--- config.mk ---
export PLATFORM = sky130hd
export DESIGN_NAME = unified_memory_arbiter
export DESIGN_NICKNAME = d
export VERILOG_FILES = /design/src/rtl/unified_memory_arbiter.sv
export SDC_FILE = /design/constraint.sdc
export NUM_CORES = 1
export LEC_CHECK = 0
export BUFFER_PORTS_ARGS = -buffer_cell sky130_fd_sc_hd__buf_2
export CAP_MARGIN = 20
export CORE_ASPECT_RATIO = 0.9
export CORE_UTILIZATION = 49
export DETAILED_ROUTE_END_ITERATION = 7
export PLACE_DENSITY_LB_ADDON = 0.05
export SLEW_MARGIN = 20
export SYNTH_ARGS = -nofsm -noshare
export SYNTH_HDL_FRONTEND = slang
export SYNTH_SLANG_ARGS = --single-unit
--- constraint.sdc ---
create_clock -name clock -period 2.7 [get_ports clock]
set_clock_uncertainty 0.15 [all_clocks]
set_input_delay 0.27 -clock clock [delete_from_list [all_inputs] [get_ports clock]]
set_output_delay 0.27 -clock clock [all_outputs]
set_load 0.05 [all_outputs]
--- src/rtl/unified_memory_arbiter.sv ---
// Arbitrates one single-ported memory between instruction fetch and load/store,
// with data priority bounded by a fairness streak and a watchdog abort.
module unified_memory_arbiter #(
   parameter int ADDR_WIDTH    = 32,
   parameter int DATA_WIDTH    = 32,
   parameter int MAX_DM_STREAK = 4,
   parameter int TIMEOUT       = 16
) (
   input  logic                  clock,
   input  logic                  reset,
   input  logic                  if_req,
   input  logic [ADDR_WIDTH-1:0] if_addr,
   output logic [DATA_WIDTH-1:0] if_rdata,
   output logic                  if_done,
   input  logic                  dm_req,
   input  logic                  dm_write,
   input  logic [ADDR_WIDTH-1:0] dm_addr,
   input  logic [DATA_WIDTH-1:0] dm_wdata,
   output logic [DATA_WIDTH-1:0] dm_rdata,
   output logic                  dm_done,
   output logic                  mem_en,
   output logic                  mem_we,
   output logic [ADDR_WIDTH-1:0] mem_addr,
   output logic [DATA_WIDTH-1:0] mem_wdata,
   input  logic [DATA_WIDTH-1:0] mem_rdata,
   input  logic                  mem_ready,
   output logic                  timeout_err,
   output logic                  stall_if,
   output logic                  stall_mem
);

   typedef enum logic [1:0] {IDLE, IF_ACC, DM_ACC, RESP} state_t;

   localparam logic [3:0] STREAK_MAX = 4'(MAX_DM_STREAK);
   localparam logic [7:0] TIMER_LAST = 8'(TIMEOUT - 1);

   state_t                r_state;
   state_t                w_nextState;
   logic                  w_grantIf;
   logic                  w_grantDm;
   logic                  w_finish;
   logic                  w_accBusy;

   logic [3:0]            r_streak;
   logic [7:0]            r_timer;
   logic                  r_memEn;
   logic                  r_memWe;
   logic [ADDR_WIDTH-1:0] r_memAddr;
   logic [DATA_WIDTH-1:0] r_memWdata;
   logic [DATA_WIDTH-1:0] r_ifRdata;
   logic [DATA_WIDTH-1:0] r_dmRdata;
   logic                  r_ifDone;
   logic                  r_dmDone;
   logic                  r_timeoutErr;

   assign w_accBusy = (r_state == IF_ACC) || (r_state == DM_ACC);

   // Data wins contention unless it has already taken MAX_DM_STREAK grants while a fetch waited.
   always_comb begin
      w_nextState = r_state;
      w_grantIf   = 1'b0;
      w_grantDm   = 1'b0;
      w_finish    = 1'b0;
      unique case (r_state)
         IDLE: begin
            if (dm_req && (!if_req || (r_streak != STREAK_MAX))) begin
               w_grantDm   = 1'b1;
               w_nextState = DM_ACC;
            end else if (if_req) begin
               w_grantIf   = 1'b1;
               w_nextState = IF_ACC;
            end
         end
         IF_ACC, DM_ACC: begin
            if (mem_ready || (r_timer == TIMER_LAST)) begin
               w_finish    = 1'b1;
               w_nextState = RESP;
            end
         end
         RESP:    w_nextState = IDLE;
         default: w_nextState = IDLE;
      endcase
   end

   always_ff @(posedge clock) begin
      if (reset) begin
         r_state <= IDLE;
      end else begin
         r_state <= w_nextState;
      end
   end

   always_ff @(posedge clock) begin
      if (reset) begin
         r_streak     <= '0;
         r_timer      <= '0;
         r_memEn      <= 1'b0;
         r_memWe      <= 1'b0;
         r_memAddr    <= '0;
         r_memWdata   <= '0;
         r_ifRdata    <= '0;
         r_dmRdata    <= '0;
         r_ifDone     <= 1'b0;
         r_dmDone     <= 1'b0;
         r_timeoutErr <= 1'b0;
      end else begin
         r_ifDone     <= 1'b0;
         r_dmDone     <= 1'b0;
         r_timeoutErr <= 1'b0;
         if (w_grantDm || w_grantIf) begin
            r_memEn    <= 1'b1;
            r_memWe    <= w_grantDm & dm_write;
            r_memAddr  <= w_grantDm ? dm_addr : if_addr;
            r_memWdata <= w_grantDm ? dm_wdata : '0;
            r_timer    <= '0;
            if (w_grantDm && if_req) begin
               r_streak <= (r_streak == STREAK_MAX) ? r_streak : r_streak + 4'd1;
            end else begin
               r_streak <= '0;
            end
         end else if (w_finish) begin
            // A timed-out access returns zero data; mem_ready wins a tie with the watchdog.
            r_memEn      <= 1'b0;
            r_timeoutErr <= ~mem_ready;
            if (r_state == IF_ACC) begin
               r_ifDone  <= 1'b1;
               r_ifRdata <= mem_ready ? mem_rdata : '0;
            end else begin
               r_dmDone  <= 1'b1;
               r_dmRdata <= (mem_ready && !r_memWe) ? mem_rdata : '0;
            end
         end else if (w_accBusy) begin
            r_timer <= r_timer + 8'd1;
         end
      end
   end

   assign if_rdata    = r_ifRdata;
   assign if_done     = r_ifDone;
   assign dm_rdata    = r_dmRdata;
   assign dm_done     = r_dmDone;
   assign mem_en      = r_memEn;
   assign mem_we      = r_memWe;
   assign mem_addr    = r_memAddr;
   assign mem_wdata   = r_memWdata;
   assign timeout_err = r_timeoutErr;
   assign stall_if    = if_req & ~r_ifDone;
   assign stall_mem   = dm_req & ~r_dmDone;

endmodule

==> impl_results.rst, run 1 <==
.. list-table::
   :header-rows: 1

   * - Metric
     - Value
   * - Combinational Power Share
     - 0.377
   * - Yosys warnings
     - 0
   * - Total of endpoints with negative setup slack in the final report
     - 0
   * - Critical path startpoint category
     - register
   * - Number of buffers added by the clock tree synthesis step
     - 17
   * - Area share of the largest cell type after synthesis
     - 0.536
   * - Vertical die dimension
     - 102 um
   * - Number of enable-type register cells in the synthesized netlist
     - 0
   * - Antenna violations before repair
     - 0
   * - Die width
     - 114 um
   * - Maximum number of pins on one net before global-route repair
     - 66
   * - Biggest area consumer among synthesized cells
     - sky130_fd_sc_hd__dfxtp_1
   * - Net count of the mapped netlist
     - 669
   * - Fin crit share
     - 0.935
   * - Number of instances resized during post-cts repair
     - 0
   * - Initial drt markers
     - 266
   * - Commonest cells in the netlist
     - 147 x sky130_fd_sc_hd__dfxtp_1, 72 x sky130_fd_sc_hd__nand2_1, 66 x sky130_fd_sc_hd__mux2i_1
   * - HPWL Detailed
     - 9670 um
   * - Number of max-slew violations in the final report
     - 0
   * - Netlist area before placement
     - 5490 um^2
   * - Clk buf depth
     - 2
   * - NumNets Final
     - between 1000 and 1500
   * - Relative contribution of the clock network to total power
     - 0.281
   * - Met2 capacity usage during global routing
     - 0.434
   * - Most area-consuming cells after synthesis
     - sky130_fd_sc_hd__dfxtp_1 54%, sky130_fd_sc_hd__mux2i_1 12%, sky130_fd_sc_hd__a22o_1 10%
   * - Worst vdd ir
     - 0.653 mV
   * - Internal power contribution
     - 4820 uW
   * - GR met1 Demand/Resource
     - 0.305
   * - Share of flip-flops with an asynchronous set or reset
     - 0
   * - Seq cells post-synth
     - 147
   * - Worst-case hold slack
     - around 0.0054 ns
   * - All-layer global routing usage
     - 0.254
   * - Via count of the first global-routing pass
     - approximately 5000
   * - CP Capture Type
     - register
   * - DR vias/cell
     - 5.04
   * - Netlist cell types
     - 43
   * - Buffers inserted during post-CTS setup optimization
     - 0
   * - TritonCTS Sinks
     - approximately 150
   * - Switching power
     - 3150 uW
   * - Unrepaired setup endpoints after global routing
     - false
   * - Final number of hold-violating endpoints
     - 0
   * - First-pass GRT wire length
     - ~23000 um
   * - Global routing usage on met3
     - 0.0712
   * - Number of diodes added for antenna fixing
     - 0
   * - Detailed-route via count
     - 5195
   * - Deepest level of the CTS H-tree
     - 4
   * - Standard cell core area
     - 10900 um^2
   * - Detail Route Antenna Nets
     - 0
   * - Worst Max-Slew Pin Slew
     - 0.623 ns
   * - IO Port Bufs
     - approximately 270
   * - Post-Route WL
     - 15000 um
   * - Cell chosen for the clock root
     - sky130_fd_sc_hd__clkbuf_16
   * - Last weighted congestion value of the routability-driven placer
     - 0.755
   * - Setup Total Neg Slack
     - 0 ns
   * - Number of fillers in the final layout
     - around 740
   * - Min Clock Period, post-route
     - 2.52 ns
   * - Class of the worst hold path
     - in -> reg
   * - Slew HR
     - 0.585
   * - Switching part of the total
     - 0.396
   * - Detailed-routing iteration count for the pre-antenna-repair pass
     - 4
   * - Power per standard cell area
     - 964 nW/um^2
   * - Initial core utilization
     - 0.506
   * - Standard-cell row count
     - 36
   * - Remaining design rule violation count
     - 0
   * - Sequential group share of total power
     - 0.341
   * - Sequential fraction of the synthesis area
     - 0.536
   * - Clock-pin slew on the worst setup and hold paths
     - around 0.050 ns
   * - Source-to-sink clock delay at the later pin of the worst-skew pair
     - between 0.4 and 0.5 ns
   * - Most common cell in the synthesized netlist
     - sky130_fd_sc_hd__dfxtp_1
   * - Most heavily used metal layer in global routing
     - met2
   * - Die ar.
     - 11600 um^2
   * - I/O pin cnt
     - 269
   * - Worst-path fanout max
     - 32
   * - Max frequency
     - 0.396 GHz
   * - Startpoint-to-endpoint class of the critical path
     - reg -> reg
   * - Grt ovf
     - 0
   * - Number of instances in the synthesized netlist
     - 530
   * - Outcome
     - finished, final reports clean
   * - CTS tree
     - yes
   * - Static leakage
     - 0.00402 uW
   * - Routed WL per cell
     - 14.6 um
   * - Most used flip-flop cell after synthesis
     - sky130_fd_sc_hd__dfxtp_1
   * - Data required time of the critical path
     - 2.82 ns
   * - Synth-to-layout area growth
     - 50.7%
   * - Arr. time, crit path
     - 2.64 ns
   * - Number of max-capacitance violations reported
     - 0
   * - Ratio of cells with drive above 1 in the final layout
     - 0.361
   * - Mapped Avg Cell Area
     - 10.4 um^2
==> worst max-delay path: stages, from the launching register on <==
cell and delay, ns:
sky130_fd_sc_hd__dfxtp_1 0.35, sky130_fd_sc_hd__inv_1 0.09, sky130_fd_sc_hd__ha_1 0.14, sky130_fd_sc_hd__nand4b_1 0.16, sky130_fd_sc_hd__nand3_2 0.15, sky130_fd_sc_hd__buf_4 0.46
sky130_fd_sc_hd__mux2i_1 0.23, sky130_fd_sc_hd__dlygate4sd3_1 0.57, sky130_fd_sc_hd__a21oi_1 0.07
==> placed cells by master (no fill, tap or decap), types with 2 or more instances in the layout <==
cell type,instances
sky130_fd_sc_hd__dfxtp_1,147
sky130_fd_sc_hd__a22o_1,65
sky130_fd_sc_hd__nor4_1,2
sky130_fd_sc_hd__o21ai_0,33
sky130_fd_sc_hd__nand3_1,5
sky130_fd_sc_hd__a21oi_1,37
sky130_fd_sc_hd__xor2_1,3
sky130_fd_sc_hd__a21oi_2,2
sky130_fd_sc_hd__a31oi_1,2
sky130_fd_sc_hd__clkbuf_1,6
sky130_fd_sc_hd__nor3b_1,2
sky130_fd_sc_hd__clkinv_2,3
sky130_fd_sc_hd__nor2_2,2
sky130_fd_sc_hd__a21o_1,2
sky130_fd_sc_hd__nor2_1,9
sky130_fd_sc_hd__bufinv_16,2
sky130_fd_sc_hd__nor2b_1,3
sky130_fd_sc_hd__clkbuf_8,3
sky130_fd_sc_hd__inv_1,6
sky130_fd_sc_hd__ha_1,5
sky130_fd_sc_hd__and3_1,4
sky130_fd_sc_hd__xnor2_1,2
sky130_fd_sc_hd__clkbuf_16,17
sky130_fd_sc_hd__buf_2,268
sky130_fd_sc_hd__buf_4,11
sky130_fd_sc_hd__nand2b_1,2
sky130_fd_sc_hd__nand2_1,72
sky130_fd_sc_hd__dlygate4sd3_1,77
sky130_fd_sc_hd__mux2i_1,66
==> registers in the layout (all words and copies together), names as in the netlist, 2 cells and up <==
name       flops
mem_wdata     32
r_state        2
r_streak       4
dm_rdata      32
if_rdata      32
r_timer        8
mem_addr      32
==> layer usage <==
metal | part of all wire | vias up
li1 | - | 2582
met1 | 0.42 | 2417
met2 | 0.50 | 169
met3 | 0.055 | 27
met4 | 0.021 | 0
met5 | 0 | -
==> through the flow <==
| stage | power, uW | utilization | worst slack [ns] | cells | cell area, um^2 |
|---|---|---|---|---|---|
| 6_report | 7970 | 0.762 | 0.176 | 1031 | 8270 |
| 4_1_cts | 8000 | 0.762 | 0.200 | 1031 | 8270 |
| 5_1_grt | 8330 | 0.762 | 0.00297 | 1031 | 8270 |
| 2_1_floorplan | 4990 | - | 0.878 | 530 | 5490 |
| 3_3_place_gp | 5600 | 0.639 | 0.472 | 923 | 6940 |
| 3_5_place_dp | 5650 | 0.639 | 0.326 | 923 | 6940 |
==> final cells by class <==
type                            count  area [um^2]  area share
Clock buffer                       26          489      0.0591
Inverter                            7         26.3     0.00318
Tap cell                          152          190      0.0230
Clock inverter                      5         75.1     0.00908
Timing Repair Buffer              356         2190       0.265
Sequential cell                   147         2940       0.356
Multi-Input combinational cell    338         2350       0.285
==> timing repair <==
action / in CTS / in global routing
endpoints found under the setup margin: 0 / 0
endpoints found under the hold margin: 106 / 0
hold buffers: 77 / 0
==> cells by family after synthesis <==
group	synth area share
AO/OA/AOI/OAI	0.189
XOR/XNOR	0.00798
buffers and inverters	0.0390
multiplexers	0.120
flip-flops	0.536
adder cells (fa/ha/maj)	0.0114
AND/OR/NAND/NOR	0.0962
==> power groups by stage <==
stage / clock network (uW) / logic, uW / registers, uW
after global routing: 2380 / 3190 / 2760
after CTS: 2280 / 3010 / 2710
after detailed placement: 0 / 2900 / 2750
after global placement: 0 / 2860 / 2740
final: 2240 / 3010 / 2720
after floorplan: 0 / 1060 / 3930
==> worst paths after layout <==
path                                      to          from  slack [ns]  cells past startpoint
worst max-delay path             mem_addr[5]   r_streak[0]        0.18                      8
worst min-delay path             mem_addr[9]    if_addr[9]       0.005                      3
worst min register to register  dm_rdata[13]  dm_rdata[13]        0.30                      2
worst max register to register   mem_addr[5]   r_streak[0]        0.18                      8
No activity file was read; power rests on OpenSTA's default activity.
==> run 2: changes to the inputs <==
- GPL_ROUTABILITY_DRIVEN: not set -> 0
- clock period: 2.7 -> 3.16 ns (I/O delays scaled with it)
==> run 2 against run 1 <==
Die area stayed put; hold slack better by 0.012 ns; critical path type unchanged; sequential share of layout area increased by 0.61 points.
==> impl_results.rst, run 2 (same netlist as run 1, synthesis figures left out) <==
.. list-table::
   :header-rows: 1

   * - Metric
     - Value
   * - Post-Route WL
     - ~15000 um
   * - Remaining design rule violation count
     - 0
   * - I/O pin cnt
     - 269
   * - NumNets Final
     - 990
   * - Number of max-slew violations in the final report
     - 0
   * - Unrepaired setup endpoints after global routing
     - false
   * - Synth-to-layout area growth
     - 48.1%
   * - Setup Total Neg Slack
     - 0 ns
   * - DR vias/cell
     - ~5.2
   * - Via count of the first global-routing pass
     - 5139
   * - Slowest cell delay on critical path
     - 0.48 ns
   * - First-pass GRT wire length
     - ~24000 um
   * - Startpoint-to-endpoint class of the critical path
     - reg -> reg
   * - Reg2Reg Launch Point
     - r_state[0]
   * - Number of instances resized during post-cts repair
     - 0
   * - Slew HR
     - 0.630
   * - Hold Crit Start
     - mem_rdata[21]
   * - Routed WL per cell
     - 15.1 um
   * - Source-to-sink clock delay at the later pin of the worst-skew pair
     - 0.41 ns
   * - Worst Max-Slew Pin Slew
     - 0.556 ns
   * - Die width
     - 114 um
   * - Most common library cell in the layout ignoring fill and taps
     - sky130_fd_sc_hd__buf_2
   * - Class of the worst hold path
     - in -> reg
   * - Deepest level of the CTS H-tree
     - 4
   * - Worst vdd ir
     - 0.538 mV
   * - Vertical die dimension
     - 102 um
   * - Post-route non-filler standard cell count
     - 1016
   * - Cells traversed along the worst timing path
     - inv_1, ha_1, o21ai_2, nand2_1, nor3_4, buf_4, mux2i_1
   * - IO Port Bufs
     - about 270
   * - Post-Place Setup Slack
     - 1.00 ns
   * - Detail Route Antenna Nets
     - 0
   * - Arr. time, crit path
     - 2.37 ns
   * - Number of buffers added by the clock tree synthesis step
     - 17
   * - Clock-pin slew on the worst setup and hold paths
     - 0.06 ns
   * - Number of max-capacitance violations reported
     - 0
   * - TritonCTS Sinks
     - 147
   * - Detailed-routing iteration count for the pre-antenna-repair pass
     - 4
   * - Antenna violations before repair
     - 0
   * - Critical Path Start
     - r_state[0]
   * - CTS tree
     - yes
   * - Clk buf depth
     - 2
   * - Slowest cell on crit path
     - sky130_fd_sc_hd__buf_4
   * - Die ar.
     - 11600 um^2
   * - Standard cell core area
     - between 10000 and 15000 um^2
   * - Grt ovf
     - 0
   * - Initial core utilization
     - 0.506
   * - Final worst setup slack
     - around 0.98 ns
   * - Critical path startpoint category
     - register
   * - HPWL Detailed
     - around 10000 um
   * - Total of endpoints with negative setup slack in the final report
     - 0
   * - Initial drt markers
     - 234
   * - Highest-count cells in the layout ignoring fill and taps
     - 268 x sky130_fd_sc_hd__buf_2, 147 x sky130_fd_sc_hd__dfxtp_1, 72 x sky130_fd_sc_hd__nand2_1, 66 x sky130_fd_sc_hd__mux2i_1, 65 x sky130_fd_sc_hd__a22o_1
   * - Ratio of cells with drive above 1 in the final layout
     - 0.369
   * - Fin crit share
     - 0.691
   * - Min Clock Period, post-route
     - 2.18 ns
   * - CP Capture Type
     - register
   * - Static leakage
     - 0.00395 uW
   * - Worst-path fanout max
     - 32
   * - Data required time of the critical path
     - 3.35 ns
   * - Power per standard cell area
     - 840 nW/um^2
   * - Max frequency
     - 0.458 GHz
   * - All-layer global routing usage
     - 0.265
   * - Number of fillers in the final layout
     - 762
   * - Number of diodes added for antenna fixing
     - 0
   * - Standard-cell row count
     - 36
   * - Maximum number of pins on one net before global-route repair
     - 66
   * - Cells after DPL
     - 921
   * - Detailed-route via count
     - 5238
   * - Final number of hold-violating endpoints
     - 0
   * - Outcome
     - finished, final reports clean
   * - Cell chosen for the clock root
     - sky130_fd_sc_hd__clkbuf_16
[run 2: cell count changes in the layout (fill, tap and decap cells not counted), sizes merged]
cell,change
inv,+1
clkinv,+1
clkinvlp,+4
dlygate4sd3,-14
buf,-2
clkbuf,-5
[run 2: stage by stage]
stage,hold WS [ns],total power (uW),utilization,cell area [um^2]
finish,0.0174,6830,0.749,8130
global route,0.0209,7130,0.749,8130
CTS,0.00201,6860,0.749,8130
detailed placement,0.297,4830,0.638,6920
global placement,0.289,4770,0.638,6920
floorplan,0.245,4260,-,5490
[run 2: where the power goes]
part           total [uW]  internal (uW)  switching (uW)
sequential           2330           2170             160
clock                1950           1190             765
combinational        2550            710            1840
total                6830           4060            2770
[run 2: repair_timing]
action | in CTS | in global routing
endpoints found under the setup margin | 0 | 0
setup buffers | 0 | 0
endpoints found under the hold margin | 66 | 0
hold buffers | 63 | 0
[run 2: worst max-delay path: cells and delay by family, from the launching register on]
kind,cells,cell delay [ns]
muxes,1,0.25
and+or+nand+nor,2,0.34
buffers and inverters,2,0.54
AOI/OAI and AO/OA,1,0.17
adders and majority gates,1,0.28
DFF,1,0.36
[run 2: cell type report]
cell class / instances / area [um^2] / share of cell area
Clock buffer: 21 / 450 / 0.0554
Clock inverter: 11 / 130 / 0.0160
Inverter: 7 / 26.3 / 0.00323
Multi-Input combinational cell: 338 / 2350 / 0.289
Sequential cell: 147 / 2940 / 0.362
Tap cell: 152 / 190 / 0.0234
Timing Repair Buffer: 340 / 2040 / 0.251
[run 2: per-layer routing]
layer | track usage | up-vias | share of wire | wire length [um]
li1 | - | 2553 | - | -
met1 | 0.295 | 2450 | 0.41 | 6370
met2 | 0.478 | 197 | 0.51 | 7770
met3 | 0.0724 | 38 | 0.058 | 896
met4 | 0.115 | 0 | 0.022 | 338
met5 | 0 | - | 0 | 0
[run 2: path summary, 6_finish.rpt]
path | endpoint | depth (start not counted) | slack (ns)
worst max register to register | dm_rdata[24] | 7 | 0.98
worst min-delay path | if_rdata[21] | 2 | 0.02
worst min register to register | dm_rdata[26] | 2 | 0.31
worst max-delay path | dm_rdata[24] | 7 | 0.98
==> run 3: changes to the inputs <==
- CORE_UTILIZATION: 49 -> 46
- clock period: 3.16 -> 2.11 ns (I/O delays scaled with it)
==> run 3 against run 2 <==
Clock-buffer cell count fell by 2; first-iteration DRC count increased by 34%; largest power group unchanged; wire length up 9.2%; register-to-register slack got worse by 0.79 ns; total power grew 56%; flip-flop and latch count stayed put.
==> impl_results.rst, run 3 (same netlist as run 1, synthesis figures left out) <==
.. list-table::
   :header-rows: 1

   * - Metric
     - Value
   * - Outcome
     - finished, final reports clean
   * - Clock-pin slew on the worst setup and hold paths
     - 0.06 ns
   * - Most common library cell in the layout ignoring fill and taps
     - sky130_fd_sc_hd__buf_2
   * - Worst-path fanout max
     - 32
   * - Post-Route WL
     - 16800 um
   * - Cells traversed along the worst timing path
     - inv_1, ha_1, o21ai_2, nand2_1, nor3_4, buf_12, mux2i_1
   * - Post-Place Setup Slack
     - 0.230 ns
   * - Min Clock Period, post-route
     - 1.92 ns
   * - All-layer global routing usage
     - 0.275
   * - First-pass GRT wire length
     - 26400 um
   * - Number of max-slew violations in the final report
     - 0
   * - Initial drt markers
     - about 310
   * - NumNets Final
     - 1063
   * - Startpoint-to-endpoint class of the critical path
     - reg -> reg
   * - Arr. time, crit path
     - 2.11 ns
   * - Initial core utilization
     - 0.476
   * - Maximum number of pins on one net before global-route repair
     - 66
   * - Number of diodes added for antenna fixing
     - 0
   * - HPWL Detailed
     - ~10000 um
   * - Critical path startpoint category
     - register
   * - Die ar.
     - 12400 um^2
   * - Area of the multi-input gates
     - between 2000 and 2500 um^2
   * - Die width
     - 117 um
   * - Data required time of the critical path
     - 2.29 ns
   * - Total buffers and inverters traversed by the critical path
     - 2
   * - Grt ovf
     - 0
   * - Number of max-capacitance violations reported
     - 0
   * - Via count of the first global-routing pass
     - 5582
   * - Slowest cell delay on critical path
     - 0.36 ns
   * - Largest delay share family, worst path
     - flip-flops
   * - Cell chosen for the clock root
     - sky130_fd_sc_hd__clkbuf_16
   * - I/O pin cnt
     - 269
   * - Worst Max-Slew Pin Slew
     - 0.362 ns
   * - Hold_buf cts
     - 130
   * - Power per standard cell area
     - 1200 nW/um^2
   * - Final worst setup slack
     - 0.190 ns
   * - Setup Total Neg Slack
     - 0 ns
   * - Number of cells on the critical path
     - 7
   * - Buffers inserted during post-CTS setup optimization
     - 0
   * - Reg area
     - 2940 um^2
   * - Unrepaired setup endpoints after global routing
     - false
   * - Final number of hold-violating endpoints
     - 0
   * - Highest-count cells in the layout ignoring fill and taps
     - 268 x sky130_fd_sc_hd__buf_2, 147 x sky130_fd_sc_hd__dfxtp_1, 130 x sky130_fd_sc_hd__dlygate4sd3_1, 72 x sky130_fd_sc_hd__nand2_1, 66 x sky130_fd_sc_hd__mux2i_1
   * - CP Capture Type
     - register
   * - IO Port Bufs
     - about 270
   * - Number of buffers added by the clock tree synthesis step
     - 17
   * - Ratio of cells with drive above 1 in the final layout
     - 0.348
   * - CTS tree
     - yes
   * - Clk buf depth
     - 2
   * - DR vias/cell
     - 5.08
   * - Static leakage
     - ~0.0043 uW
   * - Fin crit share
     - 0.910
   * - Slew HR
     - 0.757
   * - TritonCTS Sinks
     - 147
   * - Synth-to-layout area growth
     - 62.6%
   * - Antenna violations before repair
     - 0
   * - Total of endpoints with negative setup slack in the final report
     - 0
   * - Cells after DPL
     - just over 900
   * - Worst vdd ir
     - 0.696 mV
   * - Power Total
     - approximately 11000 uW
   * - Routed WL per cell
     - about 15 um
   * - Remaining design rule violation count
     - 0
   * - Standard-cell row count
     - 37
   * - Deepest level of the CTS H-tree
     - 4
   * - Number of fillers in the final layout
     - 777
   * - Number of instances resized during post-cts repair
     - 0
   * - Vertical die dimension
     - roughly 110 um
   * - Post-route non-filler standard cell count
     - 1093
   * - Max frequency
     - 0.521 GHz
   * - Cell depth of the worst flop-to-flop path
     - 7
   * - Detail Route Antenna Nets
     - 0
   * - Detailed-routing iteration count for the pre-antenna-repair pass
     - 5
   * - Class of the worst hold path
     - in -> reg
   * - Detailed-route via count
     - 5550
   * - Standard cell core area
     - around 12000 um^2
   * - Source-to-sink clock delay at the later pin of the worst-skew pair
     - 0.41 ns
   * - Slowest cell on crit path
     - sky130_fd_sc_hd__dfxtp_1
   * - Worst hold path depth
     - 3
run 3: cell type report:
type | instances | area share
flip-flops and latches | 147 | 0.330
inverters | 7 | 0.00294
well taps | 156 | 0.0219
multi-input cells | 338 | 0.264
repair buffers | 413 | 0.313
clock inverters | 13 | 0.0205
clock buffers | 19 | 0.0485
run 3: power breakdown:
group          total [uW]  switching [uW]  internal (uW)
sequential           3490             242           3250
combinational        4040            2810           1230
clock                3140            1160           1980
run 3: worst paths after layout:
path | end | startpoint | slack [ns]
max | dm_rdata[22] | r_state[0] | 0.19
min | mem_addr[7] | if_addr[7] | 0.001
max reg2reg | dm_rdata[22] | r_state[0] | 0.19
min reg2reg | dm_rdata[6] | dm_rdata[6] | 0.30
run 3: per-layer routing:
| metal | global-route usage | vias to the layer above | routed length (um) |
|---|---|---|---|
| met5 | 0 | - | 0 |
| met4 | 0.122 | 0 | 518 |
| met3 | 0.0805 | 49 | 1210 |
| met2 | 0.480 | 227 | 8420 |
| met1 | 0.305 | 2576 | 6650 |
| li1 | - | 2698 | - |
run 3: through the flow:
step	cell area (um^2)	hold WS [ns]	util
floorplan	5490	0.140	-
global placement	7010	0.270	0.608
detailed placement	7010	0.274	0.608
CTS	8930	0.00198	0.774
global route	8930	0.0313	0.774
finish	8930	0.000962	0.774
run 3: worst min-delay path: cells and delay by family:
| family | cells | cell delay [ns] |
|---|---|---|
| AO/OA/AOI/OAI | 1 | 0.16 |
| buffers and inverters | 1 | 0.07 |
| multiplexers | 1 | 0.07 |
